$ cat src/rtl/voice_mix_i2s_tx_if.sv
// rtl/voice_mix_i2s_tx_if.sv - voice mixer inputs and I2S output bundle
interface voice_mix_i2s_tx_if #(
  parameter int NUM_VOICES = 4
);
  logic [NUM_VOICES-1:0][15:0] voice_samples;
  logic [NUM_VOICES-1:0]       voice_valid;
  logic [3:0]                  master_shift;
  logic                        pbclk;
  logic                        pblrc;
  logic                        pbdat;
  logic                        frame_strobe;
  logic                        clip;

  modport master (
    output voice_samples, voice_valid, master_shift,
    input  pbclk, pblrc, pbdat, frame_strobe, clip
  );

  modport slave (
    input  voice_samples, voice_valid, master_shift,
    output pbclk, pblrc, pbdat, frame_strobe, clip
  );
endinterface

$ cat src/rtl/voice_mix_i2s_tx.sv
// rtl/voice_mix_i2s_tx.sv - voice mixer with attenuation, saturation and 16-bit I2S output
module voice_mix_i2s_tx #(
  parameter int NUM_VOICES = 4
) (
  input logic              mclk,
  input logic              rst,
  voice_mix_i2s_tx_if.slave bus
);
  localparam int AW = 16 + $clog2(NUM_VOICES) + 1;

  logic [7:0]           cnt;
  logic [7:0]           cnt_next;
  logic [5:0]           slot;
  logic signed [AW-1:0] acc;
  logic signed [AW-1:0] addend;
  logic signed [AW-1:0] shifted;
  logic [15:0]          out_sample;
  logic [15:0]          sat_sample;
  logic                 sat;
  logic                 dat_next;

  assign cnt_next = cnt + 8'd1;
  assign slot     = cnt_next[7:2];

  // One voice per mclk in the accumulate window; zero outside it.
  always_comb begin
    addend = '0;
    for (int i = 0; i < NUM_VOICES; i++) begin
      if (bus.voice_valid[i] && cnt == 8'(129 + i)) begin
        addend = {{(AW-16){bus.voice_samples[i][15]}}, bus.voice_samples[i]};
      end
    end
  end

  always_comb begin
    shifted    = acc >>> bus.master_shift;
    sat        = ~((&shifted[AW-1:15]) | ~(|shifted[AW-1:15]));
    sat_sample = shifted[15:0];
    if (sat) begin
      sat_sample = shifted[AW-1] ? 16'h8000 : 16'h7fff;
    end
  end

  // Data for the slot that the next edge enters; slots 0 and 17..32 stay low.
  always_comb begin
    dat_next = 1'b0;
    if (slot >= 6'd1 && slot <= 6'd16) begin
      dat_next = out_sample[4'(6'd16 - slot)];
    end else if (slot >= 6'd33 && slot <= 6'd48) begin
      dat_next = out_sample[4'(6'd48 - slot)];
    end
  end

  always_ff @(posedge mclk or posedge rst) begin
    if (rst) begin
      cnt              <= '0;
      acc              <= '0;
      out_sample       <= '0;
      bus.pbclk        <= 1'b0;
      bus.pblrc        <= 1'b0;
      bus.pbdat        <= 1'b0;
      bus.frame_strobe <= 1'b0;
      bus.clip         <= 1'b0;
    end else begin
      cnt              <= cnt_next;
      bus.pbclk        <= cnt_next[1];
      bus.pblrc        <= cnt_next[7];
      bus.frame_strobe <= (cnt_next == 8'd0);
      bus.pbdat        <= dat_next;
      if (cnt == 8'd128) begin
        acc <= '0;
      end else begin
        acc <= acc + addend;
      end
      if (cnt == 8'd255) begin
        out_sample <= sat_sample;
        bus.clip   <= sat;
      end
    end
  end
endmodule

$ cat src/flat_wrapper.sv
// flat-port wrapper written by rule: the top's interface ports become plain ports
module voice_mix_i2s_tx_flat 
#(
  parameter int NUM_VOICES = 4
)
  (mclk, rst, bus_voice_samples, bus_voice_valid, bus_master_shift, bus_pbclk, bus_pblrc, bus_pbdat, bus_frame_strobe, bus_clip);
  voice_mix_i2s_tx_if #(.NUM_VOICES(NUM_VOICES)) bus_i ();
  input logic mclk;
  input logic rst;
  input wire logic [$bits(bus_i.voice_samples)-1:0] bus_voice_samples;
  input wire logic [$bits(bus_i.voice_valid)-1:0] bus_voice_valid;
  input wire logic [$bits(bus_i.master_shift)-1:0] bus_master_shift;
  output wire logic [$bits(bus_i.pbclk)-1:0] bus_pbclk;
  output wire logic [$bits(bus_i.pblrc)-1:0] bus_pblrc;
  output wire logic [$bits(bus_i.pbdat)-1:0] bus_pbdat;
  output wire logic [$bits(bus_i.frame_strobe)-1:0] bus_frame_strobe;
  output wire logic [$bits(bus_i.clip)-1:0] bus_clip;
  assign bus_i.voice_samples = bus_voice_samples;
  assign bus_i.voice_valid = bus_voice_valid;
  assign bus_i.master_shift = bus_master_shift;
  assign bus_pbclk = bus_i.pbclk;
  assign bus_pblrc = bus_i.pblrc;
  assign bus_pbdat = bus_i.pbdat;
  assign bus_frame_strobe = bus_i.frame_strobe;
  assign bus_clip = bus_i.clip;
  voice_mix_i2s_tx #(.NUM_VOICES(NUM_VOICES)) u_core (.mclk(mclk), .rst(rst), .bus(bus_i));
endmodule
$ cat config.mk
export PLATFORM = sky130hd
export DESIGN_NAME = voice_mix_i2s_tx_flat
export DESIGN_NICKNAME = d
export VERILOG_FILES = /design/src/rtl/voice_mix_i2s_tx_if.sv /design/src/rtl/voice_mix_i2s_tx.sv /design/src/flat_wrapper.sv
export SDC_FILE = /design/constraint.sdc
export NUM_CORES = 1
export LEC_CHECK = 0
export CORE_MARGIN = 10
export CORE_UTILIZATION = 40
export DETAILED_ROUTE_END_ITERATION = 10
export PLACE_DENSITY = 0.67
export SLEW_MARGIN = 40
export SYNTH_ARGS = -nofsm -noshare
export SYNTH_HDL_FRONTEND = slang
export SYNTH_SLANG_ARGS = --single-unit
$ cat constraint.sdc
create_clock -name mclk -period 3.05 [get_ports mclk]
set_clock_uncertainty 0.05 [all_clocks]
set_input_delay 0.305 -clock mclk [delete_from_list [all_inputs] [get_ports mclk]]
set_output_delay 0.305 -clock mclk [all_outputs]
set_load 0.005 [all_outputs]
# Yosys cells after proc, flatten, opt, wreduce, memory -nomap -nowiden
# Cells that the tools add are included.
[word_totals]
register_bits = 48
in_bits = 74
out_inout_bits = 5
word_cells = 50
[classes]
n_addsub = 4
magnitude_cmp = 6
eq_ne = 6
shift = 1
n_mux = 13
n_bitwise = 3
n_reduce_logical = 9
[op_table]
columns = ["op", "n"]
rows = [
  ["$mux 19", 5],
  ["$eq 8x8->1 const B", 6],
  ["$mux 16", 2],
  ["$add 19x19->19", 1],
  ["$sshr 19x4->19", 1],
  ["$lt 4x5->1 const B", 2],
  ["$add 8x1->8 const B", 1],
  ["$bmux 1 s4", 2],
  ["$logic_not 8->1", 1],
  ["$sub 1x4->4 const A", 2],
  ["$ge 6x1->1 const B", 1],
  ["$ge 6x6->1 const B", 1],
  ["$le 6x5->1 const B", 1],
  ["$le 6x6->1 const B", 1],
  ["$logic_and 1x1->1", 6],
  ["$mux 1", 4],
  ["$reduce_and 4->1", 1],
  ["$reduce_or 4->1", 1],
  ["$not 1->1", 2],
  ["$or 1x1->1", 1],
]

# Logic depth before layout (Yosys ltp)
# Gate-level depths: netlist of the first run.
[logic_depth]
word_depth = 8
depth_mapped = 17
depth_no_buf = 17

# Least setup slack after synthesis of the first run
# OpenSTA, ideal clock, no wires.
[synth_timing]
path_type = "reg2reg"
startpoint = "reg u_core.cnt[1]"
endpoint = "reg u_core.acc[14]"
setup_ns = 0.086
arrival_time_ns = 3.190
t_required_ns = 2.914
setup_slack_ns = -0.276
stages_incl_launch_ff = 15
path_buffers = 2
period_less_slack_ns = 3.326
cell_sequence = "dfrtp_1 inv_1 ha_1 and3_1 and3_1 clkbuf_1 clkbuf_1 a221oi_1 fa_1 nand2b_1 a211oi_1 o21a_1 o211ai_1 and3_1 nor3_1"
[synth_between]
elab_chain_cells = 8
elab_cells_between_ends = 15
cone_classes = "add/sub: 1; eq/ne: 5; mux: 5; reduce/logical: 4"
[synth_rtl]
columns = ["item", "line_no", "source"]
rows = [
  ["start, declared", "voice_mix_i2s_tx.sv:11", "logic [7:0] cnt;"],
  ["start signal, assigned", "voice_mix_i2s_tx.sv:65", "cnt <= cnt_next;"],
  ["$eq 8x8->1", "voice_mix_i2s_tx.sv:29", "if (bus.voice_valid[i] && cnt == 8'(129 + i)) begin"],
  ["$logic_and 1x1->1", "voice_mix_i2s_tx.sv:29", ""],
  ["$mux 19 (4 in series)", "voice_mix_i2s_tx.sv:29", ""],
  ["$add 19x19->19", "voice_mix_i2s_tx.sv:73", "acc <= acc + addend;"],
  ["$mux 19 *", "voice_mix_i2s_tx.sv:70", "if (cnt == 8'd128) begin"],
  ["end signal, assigned", "voice_mix_i2s_tx.sv:73", ""],
  ["end, declared", "voice_mix_i2s_tx.sv:14", "logic signed [AW-1:0] acc;"],
]
# Mark *: on every way between the ends. The rest lies on a longest branch, timed or not.
# A chain may end at the register's enable or synchronous reset.

# Final worst setup path of the first run
[layout_timing]
startpoint = "reg u_core.cnt[0]"
endpoint = "reg u_core.acc[17]"
# The elaborated chain is that of the path after synthesis.

==> results.md, run 1 <==
- Asr flop ratio synth: 100%
- DRT iter0 DRCs: 222
- Syn Area/Cell: 8.96 sq um
- Vias post-DR: 4159
- Top cells by count, synth: dfrtp_1 (46), nor2_1 (40), nand2_1 (33)
- Most common cell in the netlist: dfrtp_1
- Worst setup margin: -0.241 ns
- Starting Density: 41.5%
- DP Wirelength: 9630 microns
- Total CTS buffers: 5
- Total Wirelength: 12900 microns
- GR Util All Layers: 17.1%
- Synth cell types: 67
- Failing checks: negative setup slack
- Global placer's final weighted congestion: 0.884
- Max clock buf depth: 2
- WP data arrival: 3.41 ns
- Largest net degree at the start of global routing: 30
- Top cell type's share of synthesized area: 28.0%
- Peak supply drop: 0.000151 V
- Slew Viols, Final: 0
- Post-Synthesis Cell Area: 4110 sq um
- Relative slew slack: 50.2%
- Worst setup EP type: flip-flop
- Vias in the first global route: 4280
- TritonRoute pass-1 iters: 4
- DRC: 0
- FF+latch count, synth: 46
- Placed Cells: 715
- H-tree depth: 2
- RSZ-0062 raised after global routing: true
- Row count: 36
- Worst-margin pin slew: 0.746 ns
- Die Width: 121 microns
- Main synth FF type: dfrtp_1
- Max_cap viols: 0
- IO Pins: 79
- Pwr Total: 1.25 mW
- First-pass GRT wire length: 20700 microns
- Register area share after synthesis: 28.0%
- Critical Path Start Type: flip-flop
- Final setup viols: 12
- Port Buffer Count: 78
- Post-layout util: 61.5%
- Setup TNS Final: -1.19 ns
- Clock Pin Slew Worst Setup and Hold Paths: 0.09 ns
- Clk_lat worst skew: 0.31 ns
- Max FO, Critical Path: 7
- CTS tree: built
- Cells after Synth: 459
- Non-filler cells, final: 737
- Root Driver: clkbuf_8
- Leak: 2.58 nW
- Number of enable flip-flop cells after synthesis: 0
- CTS Sinks: 46
- R2R setup slack: -0.24 ns
- Post-synthesis net count: 560
- Remaining antenna violation count: 0
- Top cell type by total area after synthesis: dfrtp_1
- Pre-CTS setup slack: -0.392 ns
- Antenna diode count: 0
- HP Class: input pin to asynchronous set/reset pin
- Yosys warns: 0
- Die height: 121 microns
- Max Freq: 0.304 GHz
- Final Hold Vio Count: 0
- Via density per instance: 5.64
- Remaining global-route overflow: 0
- Nets: 704
- Top post-synthesis cells by area: dfrtp_1 (28%), ha_1 (7.9%), a22oi_1 (5.1%)
- Drt wl/cell: 17.5 microns
- Area Growth Syn to Fin: 48.2%
- Min Tclk post-route: 3.29 ns
- Worst path required time: 3.17 ns
- Crit path kind: flip-flop to flip-flop
- Layout cells sized above 1: 30.1%
- Status: finished with violations
- Die area: 14700 sq um
- Cell Pwr Density: 205 nW/um^2
- CORE AREA: 9910 sq um
- Initial antenna violation count: 0
- Tcrit/Tclk final: 108%
path summary, 6_finish.rpt:
| check | from | endpoint | depth (start not counted) |
|---|---|---|---|
| worst max-delay path | u_core.cnt[0] | u_core.acc[17] | 16 |
| worst min-delay path | rst | u_core.cnt[1] | 2 |
| worst max register to register | u_core.cnt[0] | u_core.acc[17] | 16 |
| worst min register to register | u_core.out_sample[11] | u_core.out_sample[11] | 1 |
| max in group asynchronous | rst | u_core.acc[12] | 3 |
| min in group mclk | u_core.out_sample[11] | u_core.out_sample[11] | 1 |
timing repair:
| item | in CTS | in global routing |
|---|---|---|
| hold endpoints to repair | 0 | 0 |
| hold buffers | 0 | 0 |
| gates resized for setup | 52 | 21 |
| setup buffers | 8 | 8 |
| setup endpoints to repair | 12 | 15 |
| cloned | 0 | 0 |
| pin swaps | 30 | 27 |
routing by layer:
layer | GRT usage (%) | part of all wire [%] | vias up
met5 | 0 | 0 | -
met4 | 4.10 | 1.5 | 0
met3 | 2.93 | 4.0 | 20
met2 | 31.6 | 53 | 100
met1 | 19.8 | 41 | 2028
li1 | - | - | 2011
logic make-up after synthesis:
family	after synthesis	synth area share (%)
compound gates	151	26.0
xor+xnor	20	5.05
fa+ha+maj	27	8.40
buf+inv	48	5.35
flops	46	28.0
mux	36	11.8
simple gates	131	15.5
worst max-delay path, cell delays in order (launching register included):
cell and delay (ns):
dfrtp_2 0.39, inv_2 0.06, buf_6 0.12, ha_4 0.15
and3_4 0.14, and3_4 0.18, buf_4 0.16, a22oi_1 0.17
o21ai_1 0.11, ha_1 0.38, o211ai_1 0.13, buf_4 0.16
nor3_4 0.04, or4_4 0.53, a31oi_4 0.19, xor2_1 0.15
nor2_1 0.05
flip-flops by register name, indices dropped and copies added (netlist names):
name	flops
u_core.out_sample	16
u_core.cnt	7
u_core.bus.pbdat	1
u_core.bus.frame_strobe	1
u_core.bus.clip	1
u_core.acc	19
u_core.bus.pblrc	1
cells in the final DEF, fill, tap and decap left out, types with 5 or more instances in the layout:
cell type,instances
a21o_1,9
a21oi_1,24
a21oi_2,6
a22oi_1,24
buf_4,84
buf_6,6
clkbuf_8,5
clkdlybuf4s50_1,78
dfrtp_1,44
ha_1,14
ha_2,5
ha_4,7
inv_1,12
mux2_2,6
mux2i_1,20
mux4_2,9
nand2_1,29
nand2b_1,5
nand3_1,5
nor2_1,35
nor2b_1,9
nor3_1,9
o211ai_1,6
o21a_1,6
o21ai_0,18
o21ai_1,7
o22a_1,6
o32a_1,6
xnor2_1,13
stage by stage:
stage / instance area [sq um] / hold WS, ns
4_1_cts: 5940 / 0.346
6_report: 6090 / 0.325
2_1_floorplan: 4210 / 0.415
3_3_place_gp: 5550 / 0.429
3_5_place_dp: 5550 / 0.447
5_1_grt: 6090 / 0.367
layout make-up:
cell class | count | area (sq um)
clock buffers | 6 | 72.6
clock inverters | 2 | 37.5
fillers | 841 | 3810
inverters | 17 | 63.8
multi-input cells | 365 | 3120
flip-flops and latches | 46 | 1150
well taps | 133 | 166
repair buffers | 168 | 1480
power breakdown:
part,switching [mW],total (mW),internal (mW)
Sequential,0,0.609,0.609
Combinational,0.0621,0.167,0.105
Clock,0.226,0.471,0.245
Total,0.288,1.25,0.959
No activity file was read; power rests on OpenSTA's default activity.
==> run 2: changes to the inputs <==
==> constraint.sdc (replaced) <==
create_clock -name mclk -period 3.05 [get_ports mclk]
set_clock_uncertainty 0.05 [all_clocks]
set_input_delay 0.61 -clock mclk [delete_from_list [all_inputs] [get_ports mclk]]
set_output_delay 0.61 -clock mclk [all_outputs]
set_load 0.005 [all_outputs]
==> results.md, run 2 (same netlist as run 1, synthesis figures left out) <==
- Max Freq: 0.312 GHz (was 0.304 GHz)
- Final setup viols: 8 (was 12)
- Cell Pwr Density: 202 nW/um^2 (was 205 nW/um^2)
- Status: finished with violations (unchanged)
- Pwr Total: 1.24 mW (was 1.25 mW)
- Relative slew slack: 48.1% (was 50.2%)
- Layout cells sized above 1: 30.9% (was 30.1%)
- Crit path capture: u_core.acc[17] (unchanged)
- Critical-path top delay cell: or4_4 (unchanged)
- Largest register FFs: 19 (unchanged)
- Via density per instance: 5.51 (was 5.64)
- Non-filler cells, final: 739 (was 737)
- Vias in the first global route: 4205 (was 4280)
- First-pass GRT wire length: 20700 microns (about the same)
- WP data arrival: 3.32 ns (was 3.41 ns)
- Reg2reg start: u_core.cnt[0] (unchanged)
- Clock Pin Slew Worst Setup and Hold Paths: 0.09 ns (about the same)
- Die Width: 121 microns (unchanged)
- Initial antenna violation count: 0 (unchanged)
- Failing checks: negative setup slack (unchanged)
- Leak: 2.58 nW (about the same)
- RSZ-0062 raised after global routing: true (unchanged)
- Row count: 36 (unchanged)
- Worst Reg-to-Reg Cells: 14 (was 16)
- Crit path kind: flip-flop to flip-flop (unchanged)
- Fillcell total: 837 (was 841)
- IO Pins: 79 (unchanged)
- CORE AREA: 9910 sq um (unchanged)
- Port Buffer Count: 78 (unchanged)
- Max stage delay on crit path: 0.50 ns (was 0.53 ns)
- Top flop regs: u_core.acc x19, u_core.out_sample x16, u_core.cnt x7 (unchanged)
- Final Hold Vio Count: 0 (unchanged)
- HP Class: flip-flop to flip-flop (was input pin to asynchronous set/reset pin)
- Worst-margin pin slew: 0.779 ns (was 0.746 ns)
- Most flops, register: u_core.acc (unchanged)
- CTS tree: built (unchanged)
- DRC: 0 (unchanged)
- Sequential group share of total power: 49.0% (was 48.9%)
- Die height: 121 microns (unchanged)
- Worst-path cell chain: inv_2 -> buf_6 -> ha_4 -> and3_4 -> and3_2 -> a221o_1 -> ha_4 -> a211oi_2 -> buf_4 -> nor3_2 -> or4_4 -> a31oi_4 -> xor2_1 -> nor2_1 (was inv_2 -> buf_6 -> ha_4 -> and3_4 -> and3_4 -> buf_4 -> a22oi_1 -> o21ai_1 -> ha_1 -> o211ai_1 -> buf_4 -> nor3_4 -> or4_4 -> a31oi_4 -> xor2_1 -> nor2_1)
- R2R setup slack: -0.16 ns (was -0.24 ns)
- Placed Cells: 718 (was 715)
- Max_cap viols: 0 (unchanged)
- Clk_lat worst skew: 0.30 ns (was 0.31 ns)
- Worst setup margin: -0.157 ns (was -0.241 ns)
- Total Wirelength: 12700 microns (was 12900 microns)
- Antenna diode count: 0 (unchanged)
- Min Tclk post-route: 3.21 ns (was 3.29 ns)
- Critical R2R Capture: u_core.acc[17] (unchanged)
- CTS Sinks: 46 (unchanged)
- Nets: 706 (was 704)
- Remaining antenna violation count: 0 (unchanged)
- DP Wirelength: 9800 microns (was 9630 microns)
- Vias post-DR: 4073 (was 4159)
- GR Util All Layers: 17.0% (was 17.1%)
- Largest net degree at the start of global routing: 26 (was 30)
- Slew Viols, Final: 0 (unchanged)
- Max clock buf depth: 2 (unchanged)
- Drt wl/cell: 17.2 microns (was 17.5 microns)
- Most common cell after layout, fill and taps aside: buf_4 (unchanged)
- Max FO, Critical Path: 4 (was 7)
- Internal: 0.960 mW (was 0.959 mW)
- CP Launch Point: u_core.cnt[0] (unchanged)
- Critical Path Start Type: flip-flop (unchanged)
- Clock power frac: 37.4% (was 37.7%)
- Top cell by count, worst path: ha_4
- H-tree depth: 2 (unchanged)
- Post-layout util: 61.9% (was 61.5%)
- CTS Hold Bufs: 0 (unchanged)
- Total CTS buffers: 5 (unchanged)
- Area Growth Syn to Fin: 49.2% (was 48.2%)
- Global placer's final weighted congestion: 0.881 (was 0.884)
- Sw Share: 22.7% (was 23.1%)
- Peak supply drop: 0.000183 V (was 0.000151 V)
- Gate power share: 13.6% (was 13.4%)
- Tcrit/Tclk final: 105% (was 108%)
- P_sw: 0.283 mW (was 0.288 mW)
- Starting Density: 41.5% (unchanged)
- Most frequent cells in the layout: buf_4 (87), clkdlybuf4s50_1 (74), dfrtp_1 (44) (was buf_4 (84), clkdlybuf4s50_1 (78), dfrtp_1 (44))
- Worst setup EP type: flip-flop (unchanged)
- Worst path required time: 3.16 ns (was 3.17 ns)
- Root Driver: clkbuf_8 (unchanged)
- Remaining global-route overflow: 0 (unchanged)
- TritonRoute pass-1 iters: 4 (unchanged)
- Pre-CTS setup slack: -0.710 ns (was -0.392 ns)
- Die area: 14700 sq um (unchanged)
- Hold Path Depth: 1
- DRT iter0 DRCs: 177 (was 222)
-- run 2: cell count changes in the layout (fill, tap and decap cells not counted), moves of 3 or more --
cell / previous run / this run
clkdlybuf4s50_1: 78 / 74
o21ai_0: 18 / 10
buf_6: 6 / 3
buf_4: 84 / 87
o21ai_1: 7 / 16
dlygate4sd2_1: 0 / 4
-- run 2: power by group through the flow --
stage | Clock (mW) | Sequential (mW) | Combinational (mW)
finish | 0.465 | 0.609 | 0.168
global route | 0.500 | 0.609 | 0.181
CTS | 0.473 | 0.609 | 0.168
detailed placement | 0 | 0.621 | 0.169
global placement | 0 | 0.621 | 0.167
floorplan | 0 | 0.621 | 0.0573
-- run 2: layout make-up --
cell class	instances	area [sq um]	area share, %
Timing Repair Buffer	169	1480	24.2
Multi-Input combinational cell	366	3160	51.5
Inverter	17	63.8	1.04
Clock buffer	6	72.6	1.18
Clock inverter	2	37.5	0.612
Tap cell	133	166	2.71
Sequential cell	46	1150	18.8
-- run 2: worst min path at each step --
stage | start | to | slack [ns]
2_1_floorplan | u_core.out_sample[1] | u_core.out_sample[1] | 0.41
5_1_grt | u_core.out_sample[1] | u_core.out_sample[1] | 0.49
3_5_place_dp | u_core.out_sample[6] | u_core.out_sample[6] | 0.44
4_1_cts | u_core.out_sample[6] | u_core.out_sample[6] | 0.46
3_3_place_gp | u_core.out_sample[2] | u_core.out_sample[2] | 0.43
6_report | u_core.out_sample[1] | u_core.out_sample[1] | 0.46
-- run 2: routing by layer --
metal | vias up | GRT usage (%) | part of all wire [%]
li1 | 2008 | - | -
met1 | 1978 | 20.4 | 42
met2 | 77 | 31.1 | 53
met3 | 10 | 2.75 | 3.6
met4 | 0 | 3.50 | 0.92
met5 | - | 0 | 0
-- run 2: what timing repair did --
item	in CTS	in global routing
endpoints found under the setup margin	13	13
buffers inserted	7	5
cloned	1	0
gates resized for setup	57	30
pin swaps	25	30
-- run 2: through the flow --
stage | setup TNS, ns | hold slack [ns] | area (sq um)
floorplan | -0.188 | 0.415 | 4210
global placement | -6.75 | 0.427 | 5570
detailed placement | -7.62 | 0.441 | 5570
CTS | -0.514 | 0.462 | 5960
global route | -2.53 | 0.489 | 6140
finish | -0.717 | 0.458 | 6140
-- run 2: critical path, delay by kind of cell, from the launching register on --
kind                       cells  cell delay, ns
AOI/OAI and AO/OA              3            0.77
xor gates and xnor gates       1            0.16
adders and majority gates      2            0.38
buffers and inverters          3            0.33
DFF                            1            0.39
and+or+nand+nor                5            1.00
==> run 3: changes to the inputs <==
--- a/config.mk
+++ b/config.mk
@@ -8,7 +8,6 @@
 export CORE_MARGIN = 10
 export CORE_UTILIZATION = 40
 export DETAILED_ROUTE_END_ITERATION = 10
-export PLACE_DENSITY = 0.67
 export SLEW_MARGIN = 40
 export SYNTH_ARGS = -nofsm -noshare
 export SYNTH_HDL_FRONTEND = slang
==> constraint.sdc (replaced) <==
create_clock -name mclk -period 3.12 [get_ports mclk]
set_clock_uncertainty 0.05 [all_clocks]
set_input_delay 0.624 -clock mclk [delete_from_list [all_inputs] [get_ports mclk]]
set_output_delay 0.624 -clock mclk [all_outputs]
set_load 0.005 [all_outputs]
==> results.md, run 3 (same netlist as run 1, synthesis figures left out) <==
- Status: finished with violations (unchanged)
- Failing checks: negative setup slack (unchanged)
- Relative slew slack: 51.8% (was 48.1%)
- DP Wirelength: 9880 microns (was 9800 microns)
- Critical-path top delay cell: or4_1 (was or4_4)
- CTS tree: built (unchanged)
- Met3 Routed Length: 431 microns (was 464 microns)
- Placed Cells: 718 (unchanged)
- Top cell by count, worst path: buf_4 (was ha_4)
- Die area: 14700 sq um (unchanged)
- Top Layer Used: met4 (unchanged)
- Clk_lat worst skew: 0.30 ns (about the same)
- Tcrit/Tclk final: 103% (was 105%)
- Port Buffer Count: 78 (unchanged)
- Final Hold Vio Count: 0 (unchanged)
- Die height: 121 microns (unchanged)
- Cell Pwr Density: 189 nW/um^2 (was 202 nW/um^2)
- Multi-input logic area: 3070 sq um (was 3160 sq um)
- Crit-path leading delay family: simple AND/OR/NAND/NOR gates (unchanged)
- CORE AREA: 9910 sq um (unchanged)
- DRT iter0 DRCs: 204 (was 177)
- Most frequent cells in the layout: buf_4 (87), clkdlybuf4s50_1 (75), dfrtp_1 (44) (was buf_4 (87), clkdlybuf4s50_1 (74), dfrtp_1 (44))
- Crit path kind: flip-flop to flip-flop (unchanged)
- Peak supply drop: 0.000160 V (was 0.000183 V)
- Layout cells sized above 1: 29.5% (was 30.9%)
- Min Tclk post-route: 3.21 ns (about the same)
- Worst setup EP type: flip-flop (unchanged)
- H-tree depth: 2 (unchanged)
- Die Width: 121 microns (unchanged)
- Area Growth Syn to Fin: 47.3% (was 49.2%)
- GR Util All Layers: 17.0% (about the same)
- R2R setup slack: -0.09 ns (was -0.16 ns)
- TritonRoute pass-1 iters: 6 (was 4)
- Most flops, register: u_core.acc (unchanged)
- Met2 WL: 6500 microns (was 6760 microns)
- Hold Path Depth: 1 (unchanged)
- Setup TNS Final: -0.0879 ns (was -0.717 ns)
- Max clock buf depth: 2 (unchanged)
- Remaining antenna violation count: 0 (unchanged)
- Slew Viols, Final: 0 (unchanged)
- Worst Reg-to-Reg Cells: 15 (was 14)
- Largest net degree at the start of global routing: 29 (was 26)
- Vias post-DR: 4029 (was 4073)
- IO Pins: 79 (unchanged)
- Remaining global-route overflow: 0 (unchanged)
- Critical R2R Capture: u_core.acc[17] (unchanged)
- Non-filler cells, final: 740 (was 739)
- Worst setup margin: -0.0879 ns (was -0.157 ns)
- Nets: 707 (was 706)
- Worst-margin pin slew: 0.722 ns (was 0.779 ns)
- Reg2reg start: u_core.cnt[0] (unchanged)
- Most common cell after layout, fill and taps aside: buf_4 (unchanged)
- Final setup viols: 1 (was 8)
- Critical Path Start Type: flip-flop (unchanged)
- Hold slack: 0.456 ns (was 0.458 ns)
- Fillcell total: 875 (was 837)
- Reg area: 1150 sq um (unchanged)
- Post-layout util: 61.1% (was 61.9%)
- Starting Density: 41.5% (unchanged)
- Row count: 36 (unchanged)
- Drt wl/cell: 16.9 microns (was 17.2 microns)
- Leak: 2.60 nW (was 2.58 nW)
- Top flop regs: u_core.acc x19, u_core.out_sample x16, u_core.cnt x7 (unchanged)
- WL met1: 5380 microns (was 5370 microns)
- Root Driver: clkbuf_8 (unchanged)
- Via density per instance: 5.44 (was 5.51)
- HP Class: flip-flop to flip-flop (unchanged)
- Global placer's final weighted congestion: 0.858 (was 0.881)
- Initial antenna violation count: 0 (unchanged)
- RSZ-0062 raised after global routing: true (unchanged)
- Max_cap viols: 0 (unchanged)
- DRC: 0 (unchanged)
- Clock Pin Slew Worst Setup and Hold Paths: 0.10 ns (was 0.09 ns)
- Vias in the first global route: 4279 (was 4205)
- HP Start: u_core.out_sample[2] (was u_core.out_sample[1])
- CTS Hold Bufs: 0 (unchanged)
- Antenna diode count: 0 (unchanged)
- Total CTS buffers: 5 (unchanged)
- Worst path required time: 3.24 ns (was 3.16 ns)
- WP data arrival: 3.33 ns (was 3.32 ns)
- Max Freq: 0.312 GHz (about the same)
- CTS Sinks: 46 (unchanged)
- Worst-path cell chain: inv_2 -> buf_4 -> ha_4 -> and3_4 -> and3_4 -> a221o_1 -> ha_2 -> buf_4 -> a211oi_2 -> buf_4 -> nor3_2 -> or4_1 -> a31oi_1 -> xor2_1 -> nor2_1 (was inv_2 -> buf_6 -> ha_4 -> and3_4 -> and3_2 -> a221o_1 -> ha_4 -> a211oi_2 -> buf_4 -> nor3_2 -> or4_4 -> a31oi_4 -> xor2_1 -> nor2_1)
- Total Wirelength: 12500 microns (was 12700 microns)
- First-pass GRT wire length: 20800 microns (was 20700 microns)
- Max FO, Critical Path: 8 (was 4)
- Largest register FFs: 19 (unchanged)
- Max stage delay on crit path: 0.47 ns (was 0.50 ns)
- Buffers and inverters on the worst path: 4 (was 3)
- Hold endpoint: u_core.out_sample[2] (was u_core.out_sample[1])
run 3: cell types whose count changed in the layout (fill, tap and decap cells not counted), sizes merged:
cell	delta
buf	+2
clkinv	+2
and3	-1
bufinv	-1
clkdlybuf4s50	+1
clkinvlp	-1
dlygate4sd2	-1
run 3: metrics by stage:
step	setup slack (ns)	instance area (sq um)	power, mW
6_report	-0.0879	6060	1.14
5_1_grt	-0.242	6060	1.19
4_1_cts	-0.0590	5920	1.15
2_1_floorplan	-0.0266	4180	0.663
3_5_place_dp	-0.635	5570	0.774
3_3_place_gp	-0.592	5570	0.773
run 3: layer usage:
metal,up-vias,track usage (%)
met1,1942,20.1
met5,-,0
met4,0,3.43
met3,14,2.89
met2,67,31.1
li1,2006,-
run 3: power by group:
part	switching, mW	total, mW	leakage (nW)	internal (mW)
logic	0.0616	0.166	1.95	0.105
registers	0	0.596	0.600	0.596
clock network	0.221	0.380	0.0452	0.159
run 3: final cells by class:
type                       instances  area share (%)
inverter                          17            1.05
timing repair buffer             171            25.0
multi-input combinational        365            50.7
sequential                        46            19.0
clock inverter                     2           0.227
tap                              133            2.75
clock buffer                       6            1.20
run 3: worst max path at each step:
stage | from | to | cells after the start | slack [ns]
after global placement | bus_voice_valid[1] | u_core.acc[15] | 15 | -0.59
after floorplan | u_core.cnt[1] | u_core.acc[17] | 15 | -0.03
final | u_core.cnt[0] | u_core.acc[17] | 15 | -0.09
after CTS | u_core.cnt[1] | u_core.acc[17] | 14 | -0.06
after global routing | u_core.cnt[0] | u_core.acc[14] | 15 | -0.24
after detailed placement | bus_voice_valid[1] | u_core.acc[14] | 16 | -0.63
run 3: what timing repair did:
item                       CTS  global route
pin swaps                   26            23
setup buffers               10             4
setup endpoints to repair   12            13
gates resized for setup     46            21
